[config.mk]
export PLATFORM = sky130hd
export DESIGN_NAME = mul_share_arbiter_flat
export DESIGN_NICKNAME = d
export VERILOG_FILES = /design/src/rtl/mul_share_if.sv /design/src/rtl/mul_share_arbiter.sv /design/src/flat_wrapper.sv
export SDC_FILE = /design/constraint.sdc
export NUM_CORES = 1
export LEC_CHECK = 0
export CAP_MARGIN = 20
export CORE_UTILIZATION = 40
export CTS_CLUSTER_DIAMETER = 40
export DETAILED_ROUTE_END_ITERATION = 10
export PLACE_DENSITY = 0.84
export SLEW_MARGIN = 20
export SYNTH_ARGS = -nofsm -noshare
export SYNTH_HDL_FRONTEND = slang
export SYNTH_SLANG_ARGS = --single-unit
[constraint.sdc]
create_clock -name clk -period 1.9 [get_ports clk]
set_input_delay 0.38 -clock clk [delete_from_list [all_inputs] [get_ports clk]]
set_output_delay 0.38 -clock clk [all_outputs]
set_load 0.02 [all_outputs]
[src/rtl/mul_share_if.sv]
// Bundle between requesters, the shared multiplier and the response consumer
// of mul_share_arbiter. The arbiter connects through the slave modport.
interface mul_share_if #(
  parameter int unsigned WIDTH = 4,
  parameter int unsigned NREQ  = 4,
  parameter int unsigned IDW   = $clog2(NREQ)
);
  logic [NREQ-1:0]            req_valid;
  logic [NREQ-1:0]            req_ready;
  logic [NREQ-1:0][WIDTH-1:0] req_a;
  logic [NREQ-1:0][WIDTH-1:0] req_b;
  logic [WIDTH-1:0]           mul_in1;
  logic [WIDTH-1:0]           mul_in2;
  logic [2*WIDTH-1:0]         mul_out;
  logic                       mul_overflow;
  logic                       rsp_valid;
  logic                       rsp_ready;
  logic [IDW-1:0]             rsp_id;
  logic [2*WIDTH-1:0]         rsp_data;
  logic                       rsp_overflow;
  logic [15:0]                ops_done;

  modport slave (
    input  req_valid, req_a, req_b, rsp_ready, mul_out, mul_overflow,
    output req_ready, mul_in1, mul_in2, rsp_valid, rsp_id, rsp_data,
           rsp_overflow, ops_done
  );

  modport master (
    output req_valid, req_a, req_b, rsp_ready, mul_out, mul_overflow,
    input  req_ready, mul_in1, mul_in2, rsp_valid, rsp_id, rsp_data,
           rsp_overflow, ops_done
  );
endinterface

[src/rtl/mul_share_arbiter.sv]
// Round-robin arbiter sharing one combinational multiplier among NREQ
// requesters: operand stage (EXEC) followed by a backpressured response stage.
module mul_share_arbiter #(
  parameter int unsigned WIDTH = 4,
  parameter int unsigned NREQ  = 4,
  parameter int unsigned IDW   = $clog2(NREQ)
) (
  input  logic       clk,
  input  logic       rst,
  mul_share_if.slave bus
);
  localparam int unsigned PW   = 2 * WIDTH;
  localparam int unsigned CNTW = 16;

  typedef enum logic {IDLE, EXEC} state_e;

  state_e            state_q, state_d;
  logic [WIDTH-1:0]  op_a_q, op_a_d;
  logic [WIDTH-1:0]  op_b_q, op_b_d;
  logic [IDW-1:0]    op_id_q, op_id_d;
  logic [IDW-1:0]    last_q, last_d;
  logic              rsp_valid_q, rsp_valid_d;
  logic [IDW-1:0]    rsp_id_q, rsp_id_d;
  logic [PW-1:0]     rsp_data_q, rsp_data_d;
  logic              rsp_ovf_q, rsp_ovf_d;
  logic [CNTW-1:0]   ops_q, ops_d;

  logic              stall_c;
  logic              can_accept_c;
  logic              accept_c;
  logic              load_c;
  logic              grant_vld_c;
  logic [IDW-1:0]    grant_id_c;
  logic [NREQ-1:0]   req_ready_c;

  assign stall_c      = rsp_valid_q & ~bus.rsp_ready;
  assign can_accept_c = (state_q == IDLE) | ~stall_c;
  assign accept_c     = ~rst & can_accept_c & grant_vld_c;
  assign load_c       = (state_q == EXEC) & ~stall_c;

  // First valid requester searching upward from the one after last_q.
  always_comb begin
    int unsigned idx;
    grant_vld_c = 1'b0;
    grant_id_c  = '0;
    idx         = 0;
    for (int unsigned off = 1; off <= NREQ; off++) begin
      idx = (32'(last_q) + off) % NREQ;
      if (!grant_vld_c && bus.req_valid[IDW'(idx)]) begin
        grant_vld_c = 1'b1;
        grant_id_c  = IDW'(idx);
      end
    end
  end

  always_comb begin
    req_ready_c = '0;
    if (accept_c) req_ready_c[grant_id_c] = 1'b1;
  end

  always_comb begin
    state_d     = state_q;
    op_a_d      = op_a_q;
    op_b_d      = op_b_q;
    op_id_d     = op_id_q;
    last_d      = last_q;
    rsp_valid_d = rsp_valid_q;
    rsp_id_d    = rsp_id_q;
    rsp_data_d  = rsp_data_q;
    rsp_ovf_d   = rsp_ovf_q;
    ops_d       = ops_q;

    case (state_q)
      IDLE:    if (accept_c) state_d = EXEC;
      EXEC:    if (!stall_c) state_d = accept_c ? EXEC : IDLE;
      default: state_d = IDLE;
    endcase

    // Operand registers are zeroed on the way to IDLE so mul_in* read 0 there.
    if (accept_c) begin
      op_a_d  = bus.req_a[grant_id_c];
      op_b_d  = bus.req_b[grant_id_c];
      op_id_d = grant_id_c;
      last_d  = grant_id_c;
    end else if (load_c) begin
      op_a_d  = '0;
      op_b_d  = '0;
      op_id_d = '0;
    end

    if (load_c) begin
      rsp_valid_d = 1'b1;
      rsp_id_d    = op_id_q;
      rsp_data_d  = bus.mul_out;
      rsp_ovf_d   = bus.mul_overflow;
    end else if (bus.rsp_ready) begin
      rsp_valid_d = 1'b0;
    end

    if (rsp_valid_q && bus.rsp_ready) ops_d = ops_q + CNTW'(1);
  end

  always_ff @(posedge clk) begin
    if (rst) begin
      state_q     <= IDLE;
      op_a_q      <= '0;
      op_b_q      <= '0;
      op_id_q     <= '0;
      last_q      <= IDW'(NREQ - 1);
      rsp_valid_q <= 1'b0;
      rsp_id_q    <= '0;
      rsp_data_q  <= '0;
      rsp_ovf_q   <= 1'b0;
      ops_q       <= '0;
    end else begin
      state_q     <= state_d;
      op_a_q      <= op_a_d;
      op_b_q      <= op_b_d;
      op_id_q     <= op_id_d;
      last_q      <= last_d;
      rsp_valid_q <= rsp_valid_d;
      rsp_id_q    <= rsp_id_d;
      rsp_data_q  <= rsp_data_d;
      rsp_ovf_q   <= rsp_ovf_d;
      ops_q       <= ops_d;
    end
  end

  assign bus.req_ready    = req_ready_c;
  assign bus.mul_in1      = op_a_q;
  assign bus.mul_in2      = op_b_q;
  assign bus.rsp_valid    = rsp_valid_q;
  assign bus.rsp_id       = rsp_id_q;
  assign bus.rsp_data     = rsp_data_q;
  assign bus.rsp_overflow = rsp_ovf_q;
  assign bus.ops_done     = ops_q;
endmodule

[src/flat_wrapper.sv]
// flat-port wrapper written by rule: the top's interface ports become plain ports
module mul_share_arbiter_flat 
#(
  parameter int unsigned WIDTH = 4,
  parameter int unsigned NREQ  = 4,
  parameter int unsigned IDW   = $clog2(NREQ)
)
  (clk, rst, bus_req_valid, bus_req_a, bus_req_b, bus_rsp_ready, bus_mul_out, bus_mul_overflow, bus_req_ready, bus_mul_in1, bus_mul_in2, bus_rsp_valid, bus_rsp_id, bus_rsp_data, bus_rsp_overflow, bus_ops_done);
  mul_share_if #(.WIDTH(WIDTH), .NREQ(NREQ), .IDW(IDW)) bus_i ();
  input  logic clk;
  input  logic rst;
  input wire logic [$bits(bus_i.req_valid)-1:0] bus_req_valid;
  input wire logic [$bits(bus_i.req_a)-1:0] bus_req_a;
  input wire logic [$bits(bus_i.req_b)-1:0] bus_req_b;
  input wire logic [$bits(bus_i.rsp_ready)-1:0] bus_rsp_ready;
  input wire logic [$bits(bus_i.mul_out)-1:0] bus_mul_out;
  input wire logic [$bits(bus_i.mul_overflow)-1:0] bus_mul_overflow;
  output wire logic [$bits(bus_i.req_ready)-1:0] bus_req_ready;
  output wire logic [$bits(bus_i.mul_in1)-1:0] bus_mul_in1;
  output wire logic [$bits(bus_i.mul_in2)-1:0] bus_mul_in2;
  output wire logic [$bits(bus_i.rsp_valid)-1:0] bus_rsp_valid;
  output wire logic [$bits(bus_i.rsp_id)-1:0] bus_rsp_id;
  output wire logic [$bits(bus_i.rsp_data)-1:0] bus_rsp_data;
  output wire logic [$bits(bus_i.rsp_overflow)-1:0] bus_rsp_overflow;
  output wire logic [$bits(bus_i.ops_done)-1:0] bus_ops_done;
  assign bus_i.req_valid = bus_req_valid;
  assign bus_i.req_a = bus_req_a;
  assign bus_i.req_b = bus_req_b;
  assign bus_i.rsp_ready = bus_rsp_ready;
  assign bus_i.mul_out = bus_mul_out;
  assign bus_i.mul_overflow = bus_mul_overflow;
  assign bus_req_ready = bus_i.req_ready;
  assign bus_mul_in1 = bus_i.mul_in1;
  assign bus_mul_in2 = bus_i.mul_in2;
  assign bus_rsp_valid = bus_i.rsp_valid;
  assign bus_rsp_id = bus_i.rsp_id;
  assign bus_rsp_data = bus_i.rsp_data;
  assign bus_rsp_overflow = bus_i.rsp_overflow;
  assign bus_ops_done = bus_i.ops_done;
  mul_share_arbiter #(.WIDTH(WIDTH), .NREQ(NREQ), .IDW(IDW)) u_core (.clk(clk), .rst(rst), .bus(bus_i));
endmodule
==> results <==
- The share of layout cells above drive strength 1 is between 15 and 20%.
- The clock tree buffer depth is 2.
- The first-pass GRT wire length is 8700 um.
- In this run the critical register-to-register path is launched from u_core.last_q[1].
- The final reports fail on setup timing.
- The total routed wirelength is between 5000 and 6000 um.
- The number of rows created at floorplan is 25.
- The number of hold violations in the final report is 0.
- After the first detailed-routing iteration, the DRC count stood at around 110.
- The worst stage delay on the critical path is 350 ps.
- Setup repair after global routing could not meet its margin everywhere.
- STA classifies the critical path startpoint as a flip-flop.
- The number of cells on the worst hold path is 2.
- The number of global-route vias before repair is approximately 1.9k.
- Yosys printed 0 warnings.
- For the pin with the worst max-slew slack, the measured transition is 358 ps.
- The cell count after synthesis came out at 230.
- The area used by sequential logic in the layout is around 830 um^2.
- After synthesis, the share of flip-flops with an asynchronous set or reset is 0%.
- The flow ran to the end, but the final reports show violations.
- During I/O placement, the number of pins put on the boundary was 88.
- The mean number of vias per cell is a little over 5.
- The number of buffer and inverter instances along the worst setup path is 1.
- The core region is 4720 um^2.
- The maximum number of pins on one net before global-route repair is 35.
- The design draws 0.00238 W.
- The post-route standard cell area excluding fillers is around 3300 um^2.
- Based on the critical path, the design can be clocked at up to approximately 520 MHz.
- The number of slew-limit violations in the final report is 0.
- Fill cells in the final layout number between 300 and 400.
- The global-route usage over all layers is 21.2%.
- The final worst setup slack is -9.36 ps.
- The placer's final routability congestion estimate is about 0.83.
- The count of endpoints failing setup in the final report is 1.
- The peak ir drop on the vdd network is roughly 0.5 mV.
- The post-synthesis instance area is between 1500 and 2000 um^2.
- TritonCTS built the clock tree.
- The final period demand of the worst path is roughly 1900 ps.
- The final HPWL from detailed placement is between 3000 and 4000 um.
- The critical path in this run is classified as flip-flop to primary output.
- From bottom edge to top edge, the die measures 71.9 um.
- The latest clock arrival within the worst-skew pair is 300 ps.
- The count of clock tree sinks is 41.
- The vias after detailed routing is between 2k and 2.5k.
- The endpoint required time on the critical path is ~1500 ps.
- The number of gates on the worst path with buffers counted is 5.
- The library cell contributing the largest single delay on the critical path is sky130_fd_sc_hd__dfxtp_2.
- The count of placed standard cells including taps is 393.
- The leading register cell type out of synthesis is sky130_fd_sc_hd__dfxtp_1.
- The number of storage elements in the synthesis netlist is just over 40.
- The number of antenna diodes in the final layout is 0.
- The startpoint identified for the worst hold timing path is u_core.bus.rsp_data[6].
- Among cell families on the critical path, the largest total delay comes from simple AND/OR/NAND/NOR gates.
- The H-tree was split into 2 levels.
- The die covers about 5200 um^2.
- The share of the clock period used by the worst path after layout is 100%.
- The setup slack of the most critical reg-to-reg path is approximately 60 ps.
- The average instance in the mapped netlist occupies roughly 8.5 um^2.
- The first TritonRoute pass finished after 4 iterations.
- The clock input transition at the sequential cells of the worst setup and hold paths is about 80 ps.
- Buffers placed on the I/O ports in this run total between 80 and 90.
- Walking the worst path, the cells encountered are nand3b_1 > a31oi_2 > nand2_2 > nor2_1 > buf_4.
- Headroom to the max-slew limit came out at about 76%.
- Yosys mapped a number of flops with a built-in enable equal to 0.
- Clock tree synthesis inserted a total of 5 buffers.
- After detailed placement, the total cell area comes to between 3000 and 4000 um^2.
- The initial antenna violation count was 0.
- The kind of end point of the critical path is a primary output.
- When the netlist entered floorplanning its net count stood at 279.
- Measured in cells, the most critical reg-to-reg path has a length of 6.
- The per-cell routed wire length is 13.8 um.
- The finished layout holds approximately 400 standard cells, fillers aside.
- The number of antenna-violating nets in the routed design is 0.
- Once the floorplan was initialized, standard cells occupied between 40% and 50% of the core.
- Hold repair after CTS inserted 0 buffers.
- The layout overhead on the synthesized area is 66.6%.
- The max-cap check violation count is 0.
- The timing startpoint of the critical path is u_core.last_q[0].
- For this run, the register share of the synthesized area comes to between 40% and 50%.
- The area occupied by multi-input gates is approximately 1100 um^2.
- Yosys mapped the design onto 37 distinct sky130hd cell types.
- The cell at the root of the clock tree is sky130_fd_sc_hd__clkbuf_8.
- Summed over all layers, the global routing overflow is 0.
- For this design the static power due to leakage is about 1.3 nW.
- The final layout contains 390 nets.
- The worst hold path belongs to the class flip-flop to flip-flop.
- STA puts the critical path data arrival time at 1530 ps.
- The biggest fanout along the worst timing path is 4.
- The clock tree skew after final layout is 7.59 ps.
- Measured along the x axis, the die boundary spans between 70 and 80 um.
- Dividing total power by cell area gives a power density of roughly 730 nW/um^2.
- The final routed DRC violation total is 0.
[final cells by class]
cell class / instances / area share [%]
clock buffers: 6 / 2.53
multi-input cells: 175 / 34.9
inverters: 2 / 0.230
flip-flops and latches: 41 / 25.3
clock inverters: 2 / 1.15
well taps: 67 / 2.57
repair buffers: 116 / 33.3
[per-layer routing]
metal	vias up	track usage, %	routed length, um
li1	1046	-	-
met1	953	24.5	2340
met2	90	37.2	2750
met3	10	5.14	456
met4	0	9.80	96
met5	-	0	0
[power breakdown]
group | internal, W | leakage (nW) | switching, W | total, W
combinational | 0.000377 | 0.857 | 0.000308 | 0.000685
sequential | 0.000923 | 0.336 | 0.0000401 | 0.000963
clock | 0.000427 | 0.0574 | 0.000305 | 0.000732
[flip-flops by register name, indices dropped and copies added (netlist names)]
register / cells
u_core.last_q: 2
u_core.state_q: 1
u_core.bus.ops_done: 16
u_core.bus.rsp_id: 2
u_core.bus.mul_in1: 4
u_core.bus.rsp_valid: 1
u_core.op_id_q: 2
u_core.bus.rsp_overflow: 1
u_core.bus.mul_in2: 4
u_core.bus.rsp_data: 8
[worst paths after layout]
check / end
worst max-delay path: bus_req_ready[3]
worst max register to register: u_core.bus.mul_in2[0]
worst min-delay path: u_core.bus.rsp_data[6]
worst min register to register: u_core.bus.rsp_data[6]
[kinds of logic after synthesis]
kind of cell	after synthesis	synth area share, %
adder cells (fa/ha/maj)	1	0.639
buffers and inverters	14	3.13
flip-flops	41	41.9
multiplexers	17	9.40
AO/OA/AOI/OAI	40	13.1
XOR/XNOR	11	4.92
AND/OR/NAND/NOR	106	26.9
[cells in the final DEF (no fill, tap or decap), drive strengths merged, types with 2 or more instances in the layout]
master         count
clkdlybuf4s50     78
dfxtp             41
nand2             33
buf               33
nor2              23
a21oi             19
nand4             18
mux2i              9
nand3              9
a221o              8
mux2               8
o21ai              7
clkbuf             7
xor2               6
xnor2              5
nor3               5
or3                4
nand2b             4
and4               3
dlygate4sd2        3
inv                2
and2               2
[cells in the mapped netlist, types with 2 or more instances]
cell type	instances	share of area (%)
sky130_fd_sc_hd__xnor2_1	5	2.2
sky130_fd_sc_hd__inv_1	2	0.38
sky130_fd_sc_hd__nor2_1	22	4.2
sky130_fd_sc_hd__xor2_1	6	2.7
sky130_fd_sc_hd__o21ai_0	7	1.8
sky130_fd_sc_hd__or3_1	4	1.3
sky130_fd_sc_hd__a221o_1	8	4.1
sky130_fd_sc_hd__and4_1	3	1.3
sky130_fd_sc_hd__dfxtp_1	41	42
sky130_fd_sc_hd__nand2_1	33	6.3
sky130_fd_sc_hd__nand2b_1	4	1.3
sky130_fd_sc_hd__mux2_1	7	4.0
sky130_fd_sc_hd__nand4_1	18	5.8
sky130_fd_sc_hd__clkbuf_1	7	1.3
sky130_fd_sc_hd__mux2i_1	9	4.6
sky130_fd_sc_hd__a21oi_1	19	4.9
sky130_fd_sc_hd__buf_1	3	0.58
sky130_fd_sc_hd__nor3_1	4	1.0
sky130_fd_sc_hd__and2_1	2	0.64
sky130_fd_sc_hd__nand3_1	9	2.3
[worst register-to-register path, stage by stage, from the launching register on]
cell,delay (ps)
sky130_fd_sc_hd__dfxtp_4,370
sky130_fd_sc_hd__nand2b_1,170
sky130_fd_sc_hd__a21boi_2,210
sky130_fd_sc_hd__o21a_4,190
sky130_fd_sc_hd__buf_12,150
sky130_fd_sc_hd__mux2_1,340
sky130_fd_sc_hd__a221o_1,310
[metrics by stage]
step / setup TNS [ps] / hold slack, ps / util, % / setup WS [ps]
floorplan: 0 / 432 / - / 11.3
global placement: -7050 / 441 / 63.9 / -642
detailed placement: -8060 / 445 / 63.9 / -681
CTS: 0 / 457 / 67.0 / 4.15
global route: -335 / 483 / 69.0 / -99.8
finish: -9.36 / 456 / 69.0 / -9.36
[repair_timing]
action,CTS,global route
endpoints found under the setup margin,12,12
pin swaps,4,9
resized for setup,35,15
buffers inserted,2,6
Power figures use the tool's default switching activity.
